$ cat src/rtl/grid_tile_renderer.sv
// grid_tile_renderer: walks the raster, reads grid cells and emits palette, outline, blink or background pixels.
module grid_tile_renderer #(
    parameter int H_ACTIVE     = 640,
    parameter int V_ACTIVE     = 480,
    parameter int CELL         = 24,
    parameter int GRID_COLS    = 12,
    parameter int GRID_ROWS    = 20,
    parameter int X0           = 176,
    parameter int Y0           = 0,
    parameter int RD_LAT       = 1,
    parameter int ADDR_W       = 8,
    parameter int BLINK_FRAMES = 16
) (
    input  logic              px_clk,
    input  logic              reset,
    input  logic              de,
    input  logic              frame_start,
    input  logic [7:0]        grid_data,
    input  logic              outline_en,
    input  logic [7:0]        bg_rgb,
    output logic [ADDR_W-1:0] grid_addr,
    output logic              grid_rd,
    output logic [7:0]        pixel_rgb,
    output logic              pixel_de
);
    localparam int XW = $clog2(H_ACTIVE + 1);
    localparam int YW = $clog2(V_ACTIVE + 1);
    localparam int FW = $clog2(BLINK_FRAMES + 1);
    localparam int X1 = X0 + CELL * GRID_COLS;
    localparam int Y1 = Y0 + CELL * GRID_ROWS;
    localparam logic [4:0] CMAX = 5'(CELL - 1);
    localparam logic [FW-1:0] FMAX = FW'(BLINK_FRAMES - 1);
    localparam logic [YW-1:0] YMAX = YW'(V_ACTIVE - 1);
    localparam logic [15:0][7:0] PAL = {{8{8'h00}}, 8'h00, 8'h1F, 8'hE3, 8'hFC,
                                        8'hEC, 8'h03, 8'hE0, 8'h1C, 8'hFF};

    logic [XW-1:0]     x;
    logic [YW-1:0]     y;
    logic [4:0]        x_off, y_off;
    logic [ADDR_W-1:0] col, row_base;
    logic [FW-1:0]     fcnt;
    logic              blink_phase, de_q, synced;
    logic [2:0]        pipe [RD_LAT];
    logic [2:0]        out_stage;
    logic [7:0]        pix_n;
    logic              in_grid, y_in, line_end, cell_edge, unused;
    int                xi, yi;

    always_comb begin
        xi        = int'(x);
        yi        = int'(y);
        y_in      = yi >= Y0 && yi < Y1;
        in_grid   = de && y_in && xi >= X0 && xi < X1;
        line_end  = de_q && !de && synced;
        cell_edge = x_off == '0 || y_off == '0;
        grid_rd   = in_grid;
        grid_addr = in_grid ? row_base + col : '0;
        out_stage = pipe[RD_LAT-1];
        // stage bits: [2] de, [1] in grid, [0] cell edge
        pix_n     = !out_stage[2] ? 8'h00 :
                    !out_stage[1] ? bg_rgb :
                    outline_en && out_stage[0] ? 8'h92 :
                    grid_data[7] && blink_phase ? 8'hFF : PAL[grid_data[3:0]];
        unused    = ^grid_data[6:4];
    end

    always_ff @(posedge px_clk or posedge reset) begin
        if (reset) begin
            de_q        <= 1'b0;
            synced      <= 1'b0;
            x           <= '0;
            y           <= '0;
            x_off       <= '0;
            y_off       <= '0;
            col         <= '0;
            row_base    <= '0;
            fcnt        <= '0;
            blink_phase <= 1'b0;
            pixel_de    <= 1'b0;
            pixel_rgb   <= '0;
            for (int i = 0; i < RD_LAT; i++) pipe[i] <= '0;
        end else begin
            de_q <= de;
            x    <= de ? x + XW'(1) : '0;
            if (frame_start) begin
                synced   <= 1'b1;
                y        <= '0;
                y_off    <= '0;
                row_base <= '0;
                fcnt     <= fcnt == FMAX ? '0 : fcnt + FW'(1);
                if (fcnt == FMAX) blink_phase <= ~blink_phase;
            end else if (line_end) begin
                if (y != YMAX) y <= y + YW'(1);
                if (y_in) begin
                    y_off <= y_off == CMAX ? '0 : y_off + 5'd1;
                    if (y_off == CMAX) row_base <= row_base + ADDR_W'(GRID_COLS);
                end
            end
            if (in_grid && !frame_start) begin
                x_off <= x_off == CMAX ? '0 : x_off + 5'd1;
                if (x_off == CMAX) col <= col + ADDR_W'(1);
            end else begin
                x_off <= '0;
                col   <= '0;
            end
            pipe[0] <= {de, in_grid, cell_edge};
            for (int i = 1; i < RD_LAT; i++) pipe[i] <= pipe[i-1];
            pixel_de  <= out_stage[2];
            pixel_rgb <= pix_n;
        end
    end
endmodule
$ cat config.mk
export PLATFORM = sky130hd
export DESIGN_NAME = grid_tile_renderer
export DESIGN_NICKNAME = d
export VERILOG_FILES = /design/src/rtl/grid_tile_renderer.sv
export SDC_FILE = /design/constraint.sdc
export NUM_CORES = 1
export LEC_CHECK = 0
export BUFFER_PORTS_ARGS = -buffer_cell sky130_fd_sc_hd__buf_2
export CORE_MARGIN = 2
export CORE_UTILIZATION = 35
export DETAILED_ROUTE_END_ITERATION = 6
export SYNTH_ARGS = -nofsm -noshare
export SYNTH_HDL_FRONTEND = slang
export SYNTH_SLANG_ARGS = --single-unit
$ cat constraint.sdc
create_clock -name px_clk -period 2.3 [get_ports px_clk]
set_clock_uncertainty 0.15 [all_clocks]
set_input_delay 0.23 -clock px_clk [delete_from_list [all_inputs] [get_ports px_clk]]
set_output_delay 0.23 -clock px_clk [all_outputs]
set_load 0.02 [all_outputs]
==> results of run 1 <==
cell usage after synthesis (all sizes together), types with 3 or more instances:
cell type / count
nand3: 11
o221a: 3
a31o: 3
and3: 6
xor2: 10
nor2: 32
nand4b: 4
nand2: 22
clkbuf: 5
a211oi: 5
ha: 17
and2: 15
or4b: 3
inv: 18
a21oi: 13
dfrtp: 62
xnor2: 20
mux2: 3
nor2b: 4
o21ai: 14
nor4: 5
buf: 4
nand4: 12
nor3: 9
metal layers:
layer	GRT usage [%]	share of wire, %	vias up
met2	22.93	48	35
met3	3.520	3.4	7
li1	-	-	1284
met5	0	0	-
met4	3.742	1.1	0
met1	17.58	48	1237
power by group:
part	internal (W)	leakage (nW)	switching [W]	total (W)
combinational	0.000116	0.928	0.000126	0.000242
sequential	0.00115	0.822	0.0000585	0.00121
clock	0.000835	0.134	0.000431	0.00127
cell families after synthesis:
kind of cell	after synthesis	share of synthesized area [%]
adder cells (fa/ha/maj)	17	6.384
buffers and inverters	27	3.154
AO/OA/AOI/OAI	53	10.63
AND/OR/NAND/NOR	137	23.77
flip-flops	62	46.56
XOR/XNOR	30	7.886
multiplexers	5	1.615
worst paths after layout:
kind / slack, ps / end / cells past startpoint
setup / recovery: 5 / grid_addr[7] / 6
hold / removal: 20 / pixel_rgb[7] / 2
setup reg to reg: 540 / row_base[7] / 5
hold reg to reg: 330 / blink_phase / 1
max in group asynchronous: 1370 / x[6] / 4
min in group asynchronous: 350 / fcnt[3] / 4
sequential cells by signal, indices dropped and copies added, names as in the netlist:
register     cells
blink_phase      1
col              8
de_q             1
fcnt             5
out_stage        2
pixel_de         1
pixel_rgb        8
row_base         6
synced           1
x               10
x_off            5
y                9
y_off            5
repair_timing:
| action | CTS | global route |
|---|---|---|
| endpoints found under the hold margin | 67 | 0 |
| hold buffers | 6 | 0 |
| setup endpoints to repair | 2 | 4 |
| pin swaps | 1 | 7 |
| setup buffers | 4 | 5 |
| resized for setup | 10 | 8 |
stage by stage:
step / power [W] / instances / cell area [um^2]
after floorplan: 0.001391 / 331 / 3332
after global placement: 0.001461 / 491 / 3681
after detailed placement: 0.001471 / 491 / 3681
after CTS: 0.002758 / 517 / 4090
after global routing: 0.002855 / 522 / 4168
final: 0.002718 / 522 / 4168
layout make-up:
type                       instances  area (um^2)  area share (%)
inverter                          18        67.56           1.621
tap                              129        161.4           3.873
sequential                        62         1556           37.35
multi-input combinational        242         1753           42.06
clock buffer                       9        123.9           2.972
timing repair buffer              55        359.1           8.616
clock inverter                     7        146.4           3.512
==> out/qor.yml, run 1 <==
r2r-start: "y_off[1]"
outcome: "finished clean"
critical_path.slowest_cell: "dfrtp_1"
clock_latency_ps: 330
path_buf_inv: 1
antenna_found_initial: 0
hold_path_class: "input port to flop"
finalSetupViolCount: 0
track_usage_pct: 13.70
tns_ps: 0
crit_family: "compound AO/OA/AOI/OAI gates"
relSlewSlack_pct: 72.60
htree_levels: 3
arrival_ps: 1910
grt_pass1_vias: 2537
cts_buffer_depth: 2
wl_per_cell_um: 12.52
grt_overflow_total: 0
mostFrequentLayoutCells: "58 x dfrtp_1, 34 x buf_2, 31 x nor2_1, 21 x nand2_1, 20 x xnor2_1"
synth_edf_count: 0
cts_buffers: 9
die_h_um: 101.6
leakage_nw: 1.884
place_ws_ps: 174.0
setup_slack_ps: 5.173
irDropWorstVdd_v: 0.0003008
layout_commonest_cell: "dfrtp_1"
power_density_nw_per_um2: 652.0
rsz0062_at_grt: "true"
syn-cell-area_um2: 3332
path_class: "flop to output pin"
final_max_slew_viol_count: 0
start_kind: "flop"
layout_min_cycle_time_ps: 2295
fill_cells: 878
crit_path_max_incr_delay_ps: 420
dieArea_um2: 10320
min_from: "bg_rgb[7]"
viasPerCell: 4.910
rows: 35
drt_iter0_drc: 93
worstMarginPinSlew_ps: 409.9
ys.flop_type: "dfrtp_1"
ios: 39
drive_above_1_share_pct: 24.94
grt_pass1_wl_um: 11360
crit_chain: "ha_4 -> a211oi_4 -> nor2_2 -> o41ai_2 -> nor3_2 -> buf_4"
cts_tree: "yes"
synth_nets: 369
nets: 426
worst-endpoint-required_ps: 1920
diodes: 0
ys_seq_elements: 62
synth.area.top_cells: "dfrtp_1 47%, ha_1 6.4%, xnor2_1 5.3%"
start_util_pct: 36.06
finalHoldViolCount: 0
synth_cell_types: 55
final.period_utilization_pct: 99.78
vias: 2563
io_buffers: 35
drt_pre_antenna_iters: 4
hpwl_um: 4493
crit_start: "row_base[3]"
coreArea_um2: 9240
worst-path-max-fanout: 3
clk_pin_slew_ps: 70
die_width_um: 101.6
wl_um: 6537
root_buffer: "clkbuf_8"
yosys_warnings: 0
globalplace.congestion: 0.7602
synth_area_leader_cell: "dfrtp_1"
ys_seq_area_share_pct: 46.56
syn_inst: 331
area_delta_synth_final_pct: 25.08
grt_max_degree: 63
whs_ps: 21.29
syn_avg_cell_area_um2: 10.07
cp-end-kind: "output pin"
drv_cap: 0
fmax_mhz: 435.8
final_core_util_pct: 45.10
async_flop_share_pct: 100.0
yosysTopAreaCellShare_pct: 46.56
ant_nets: 0
cts.sinks: 62
drc: 0
No activity file was read; power rests on OpenSTA's default activity.
==> run 2: changes to the inputs <==
--- a/config.mk
+++ b/config.mk
@@ -9,6 +9,7 @@
 export CORE_MARGIN = 2
 export CORE_UTILIZATION = 35
 export DETAILED_ROUTE_END_ITERATION = 6
+export GPL_TIMING_DRIVEN = 0
 export SYNTH_ARGS = -nofsm -noshare
 export SYNTH_HDL_FRONTEND = slang
 export SYNTH_SLANG_ARGS = --single-unit
==> out/qor.yml, run 2 (same netlist as run 1, synthesis figures left out) <==
rsz0062_at_grt: "true"
die_width_um: 101.6  # unchanged
io_buffers: 35  # unchanged
crit_path_max_incr_delay_ps: 440  # +20 ps
mostFrequentLayoutCells: "56 x dfrtp_1, 37 x buf_2, 31 x nor2_1, 21 x nand2_1, 20 x xnor2_1"
critical_path.slowest_cell: "dfrtp_2"
start_kind: "flop"
layout_min_cycle_time_ps: 2272  # -22.80 ps
clk_pin_slew_ps: 70  # about the same
ff2ff_setup_slack_ps: 510  # -30 ps
p_total_w: 0.002432  # -11%
cts_buffers: 9  # unchanged
largest_register: "x"
grt_max_degree: 38  # -40%
wl_per_cell_um: 12.87  # +2.7%
area_delta_synth_final_pct: 23.32
final_max_slew_viol_count: 0  # unchanged
gr-usage-met1_pct: 17.32  # -0.26 points
reg2reg_to: "row_base[7]"
diodes: 0  # unchanged
ios: 39  # unchanged
seq_area_um2: 1559  # +0.16%
whs_ps: 27.96  # +6.676 ps
antenna_found_initial: 0  # unchanged
globalplace.congestion: 0.8127  # +6.9%
cp-end-kind: "output pin"
viasPerCell: 4.907  # about the same
finalSetupViolCount: 0  # unchanged
irDropWorstVdd_v: 0.0003073  # +2.2%
leakage_nw: 1.842  # -2.2%
clock_latency_ps: 340  # about the same
path_class: "flop to output pin"
fmax_mhz: 440.1  # +1.0%
drt_iter0_drc: 84  # -9.7%
rows: 35  # unchanged
grtUsageMet3_pct: 5.038  # +1.5 points
reg.largest.list: "x: 10 flops, y: 9 flops"
path_buf_inv: 1  # unchanged
worst-path-max-fanout: 3  # unchanged
crit_start: "col[3]"
drc: 0  # unchanged
dieArea_um2: 10320  # unchanged
arrival_ps: 1890  # -20 ps
start_util_pct: 36.06  # unchanged
fill_cells: 886  # +0.91%
wl_um: 6768  # +3.5%
nets: 430  # +0.94%
busiest_layer: "met2"
grt_pass1_wl_um: 11330  # -0.25%
drt_pre_antenna_iters: 4  # unchanged
final.period_utilization_pct: 98.78  # -0.99 points
worstMarginPinSlew_ps: 558.2  # +148.2 ps
cts_tree: "yes"
ant_nets: 0  # unchanged
worstSetupEndpoint: "grid_addr[7]"
largest_reg_flops: 10  # unchanged
hpwl_um: 4743  # +5.6%
die_h_um: 101.6  # unchanged
grt_overflow_total: 0  # unchanged
cts_buffer_depth: 2  # unchanged
crit_family: "compound AO/OA/AOI/OAI gates"
relSlewSlack_pct: 62.73  # -9.9 points
r2r_cells: 5  # unchanged
coreArea_um2: 9240  # unchanged
worst-endpoint-required_ps: 1920  # about the same
r2r-start: "y_off[1]"
track_usage_pct: 14.06  # +0.36 points
root_buffer: "clkbuf_8"
power_density_nw_per_um2: 591.9  # -9.2%
cts.sinks: 62  # unchanged
cp.depth: 6  # unchanged
vias: 2581  # +0.70%
layout_commonest_cell: "dfrtp_1"
hold_path_class: "input port to flop"
grtUsageMet2_pct: 23.03  # +0.10 points
multi_input_area_um2: 1763  # +0.57%
crit_chain: "ha_4 -> a211oi_4 -> nor2_2 -> o41ai_2 -> nor3_2 -> buf_4"
drv_cap: 0  # unchanged
outcome: "finished clean"
finalHoldViolCount: 0  # unchanged
htree_levels: 3  # unchanged
grt_pass1_vias: 2418  # -4.7%
drive_above_1_share_pct: 24.18  # -0.76 points
[run 2: final cells by class]
class / instances / share of cell area, %
sequential: 62 / 37.94
clock buffer: 12 / 3.776
buffer: 9 / 0.9135
timing repair buffer: 50 / 7.795
multi-input combinational: 242 / 42.90
clock inverter: 4 / 1.096
inverter: 18 / 1.644
tap: 129 / 3.928
[run 2: repair_timing]
item                                    CTS  global route
hold buffers                              7             0
gates cloned                              0             0
gates resized for setup                   9            11
setup buffers                             2             5
pin swaps                                 1             3
endpoints found under the setup margin    6             5
endpoints found under the hold margin    31             0
[run 2: how the worst min path moves through the flow]
stage / startpoint / to / slack (ps) / cells past startpoint
2_1_floorplan: de / de_q / 110 / 0
3_5_place_dp: reset / fcnt[2] / 180 / 2
3_3_place_gp: de / de_q / 280 / 1
5_1_grt: bg_rgb[7] / pixel_rgb[7] / 4 / 2
6_report: bg_rgb[7] / pixel_rgb[7] / 30 / 2
4_1_cts: bg_rgb[7] / pixel_rgb[7] / 8 / 2
[run 2: per-stage QoR]
stage	instances	worst slack, ps	util, %	cell area [um^2]	TNS, ps
floorplan	331	62.03	-	3332	0
global placement	495	-477.1	39.70	3669	-29480
detailed placement	496	104.8	39.92	3689	0
CTS	521	-83.08	43.52	4021	-83.08
global route	526	-81.38	44.47	4109	-81.38
finish	526	27.97	44.47	4109	0
[run 2: metal layers]
layer  share of wire (%)  routed length, um  up-vias
met5                   0                  0        -
met4                 1.2                 81        0
met3                 4.3                292        8
met2                  48               3241       44
met1                  47               3152     1237
li1                    -                  -     1292
[run 2: power breakdown]
group          leakage [nW]  total (W)  internal, W  switching [W]
combinational         0.917   0.000248     0.000118       0.000130
clock                 0.106   0.000974     0.000554       0.000419
sequential            0.819    0.00121      0.00115      0.0000584
total                  1.84    0.00243      0.00182       0.000608
==> run 3: changes to the inputs <==
--- a/config.mk
+++ b/config.mk
@@ -8,8 +8,10 @@
 export BUFFER_PORTS_ARGS = -buffer_cell sky130_fd_sc_hd__buf_2
 export CORE_MARGIN = 2
 export CORE_UTILIZATION = 35
+export CTS_BUF_LIST = sky130_fd_sc_hd__clkbuf_8 sky130_fd_sc_hd__clkbuf_16
 export DETAILED_ROUTE_END_ITERATION = 6
 export GPL_TIMING_DRIVEN = 0
+export PLACE_DENSITY = 0.51
 export SYNTH_ARGS = -nofsm -noshare
 export SYNTH_HDL_FRONTEND = slang
 export SYNTH_SLANG_ARGS = --single-unit
==> out/qor.yml, run 3 (same netlist as run 1, synthesis figures left out) <==
outcome: "finished clean"
reg.largest.list: "x: 10 flops, y: 9 flops"
viasPerCell: 4.881  # -0.52%
worst-endpoint-required_ps: 1920  # about the same
clock_latency_ps: 340  # about the same
start_util_pct: 36.06  # unchanged
globalplace.congestion: 0.7698  # -5.3%
die_width_um: 101.6  # unchanged
finalHoldViolCount: 0  # unchanged
track_usage_pct: 14.23  # +0.16 points
irDropWorstVdd_v: 0.0001915  # -38%
wl_met3_um: 214  # -27%
hpwl_um: 4936  # +4.1%
p_total_w: 0.002355  # -3.2%
io_buffers: 35  # unchanged
drt_pre_antenna_iters: 4  # unchanged
setup_slack_ps: 5.659  # -22.32 ps
wl_um: 6829  # +0.90%
worst-path-max-fanout: 4  # +1
place_area_um2: 3689  # unchanged
area_delta_synth_final_pct: 20.88
dieArea_um2: 10320  # unchanged
cts_buffer_depth: 2  # unchanged
drive_above_1_share_pct: 22.65  # -1.5 points
drc: 0  # unchanged
mostFrequentLayoutCells: "58 x dfrtp_1, 38 x buf_2, 31 x nor2_1, 21 x nand2_1, 20 x xnor2_1"
htree_levels: 3  # unchanged
grt_pass1_wl_um: 11430  # +0.86%
nets: 426  # -0.93%
layout_commonest_cell: "dfrtp_1"
hold_path_class: "input port to flop"
multi_input_area_um2: 1740  # -1.3%
antenna_found_initial: 0  # unchanged
ant_nets: 0  # unchanged
grt_overflow_total: 0  # unchanged
coreArea_um2: 9240  # unchanged
largest_register: "x"
stdcell_count: 522  # -0.76%
met1_length_um: 3351  # +6.3%
rows: 35  # unchanged
place_ws_ps: 99.66  # -5.110 ps
cts_buffers: 9  # unchanged
fin_area_um2: 4028  # -2.0%
layout_min_cycle_time_ps: 2294  # +22.32 ps
power_density_nw_per_um2: 584.6  # -1.2%
rsz0062_at_grt: "true"
arrival_ps: 1910  # +20 ps
relSlewSlack_pct: 63.17  # +0.44 points
placed_cells: 496  # unchanged
final_max_slew_viol_count: 0  # unchanged
clk_pin_slew_ps: 70  # about the same
grt_pass1_vias: 2452  # +1.4%
leakage_nw: 1.815  # -1.5%
fmax_mhz: 435.9  # -0.97%
final.period_utilization_pct: 99.75  # +0.97 points
cts.sinks: 62  # unchanged
vias: 2548  # -1.3%
fill_cells: 930  # +5.0%
path_class: "flop to output pin"
tns_ps: 0  # unchanged
wl_per_cell_um: 13.08  # +1.7%
cp-end-kind: "output pin"
seq_area_um2: 1556  # -0.16%
drv_cap: 0  # unchanged
grt_max_degree: 40  # +5.3%
highest_layer: "met4"
diodes: 0  # unchanged
worstMarginPinSlew_ps: 551.6  # -6.547 ps
root_buffer: "clkbuf_8"
start_kind: "flop"
drt_iter0_drc: 37  # -56%
wl_met2_um: 3175  # -2.0%
die_h_um: 101.6  # unchanged
finalSetupViolCount: 0  # unchanged
ios: 39  # unchanged
cts_tree: "yes"
largest_reg_flops: 10  # unchanged
-- run 3: cell types whose count changed in the layout (fill, tap and decap cells not counted), moves of 2 or more --
cell           previous run  this run
inv_1                    17        19
dfrtp_1                  56        58
buf_4                     8         5
dfrtp_2                   6         4
dlygate4sd3_1             7         5
clkbuf_8                 11         9
-- run 3: repair_timing --
| action | CTS | global route |
|---|---|---|
| buffers inserted | 3 | 2 |
| endpoints found under the hold margin | 27 | 0 |
| gates resized for setup | 11 | 4 |
| hold buffers | 5 | 0 |
| pin swaps | 2 | 1 |
| endpoints found under the setup margin | 6 | 3 |
-- run 3: worst paths after layout --
check / to / from / cells after the start / slack [ps]
max in group asynchronous: col[2] / reset / 4 / 1030
min reg2reg: pixel_de / de_q / 0 / 290
max reg2reg: row_base[7] / y_off[0] / 5 / 560
min: pixel_rgb[4] / bg_rgb[4] / 2 / 20
min in group asynchronous: pixel_rgb[6] / reset / 3 / 350
max: grid_addr[7] / row_base[3] / 6 / 6
-- run 3: area by class of cell --
class / count / area share [%]
clock inverter: 7 / 1.429
multi-input combinational: 242 / 43.21
clock buffer: 9 / 3.075
sequential: 62 / 38.65
timing repair buffer: 46 / 7.021
tap: 129 / 4.007
inverter: 18 / 1.678
buffer: 9 / 0.9320
-- run 3: layer usage --
metal  global-route usage, %  vias up
li1                        -     1288
met1                   19.11     1213
met2                   21.76       37
met3                   3.244       10
met4                   6.653        0
met5                       0        -
-- run 3: where the power goes --
group	internal (W)	leakage (nW)	switching, W
Combinational	0.000115	0.887	0.000128
Sequential	0.00115	0.822	0.0000597
Clock	0.000485	0.105	0.000416
-- run 3: critical path: stages, from the launching register on --
cell      delay, ps
dfrtp_2         450
ha_4            250
a211oi_4        230
nor2_2           90
a31o_2          230
nor3_1          150
buf_2           190
-- run 3: stage by stage --
| step | util (%) | hold WS [ps] |
|---|---|---|
| 3_3_place_gp | 39.70 | 286.9 |
| 3_5_place_dp | 39.92 | 172.1 |
| 2_1_floorplan | - | 111.4 |
| 5_1_grt | 43.59 | 7.444 |
| 4_1_cts | 43.30 | 2.859 |
| 6_report | 43.59 | 17.92 |
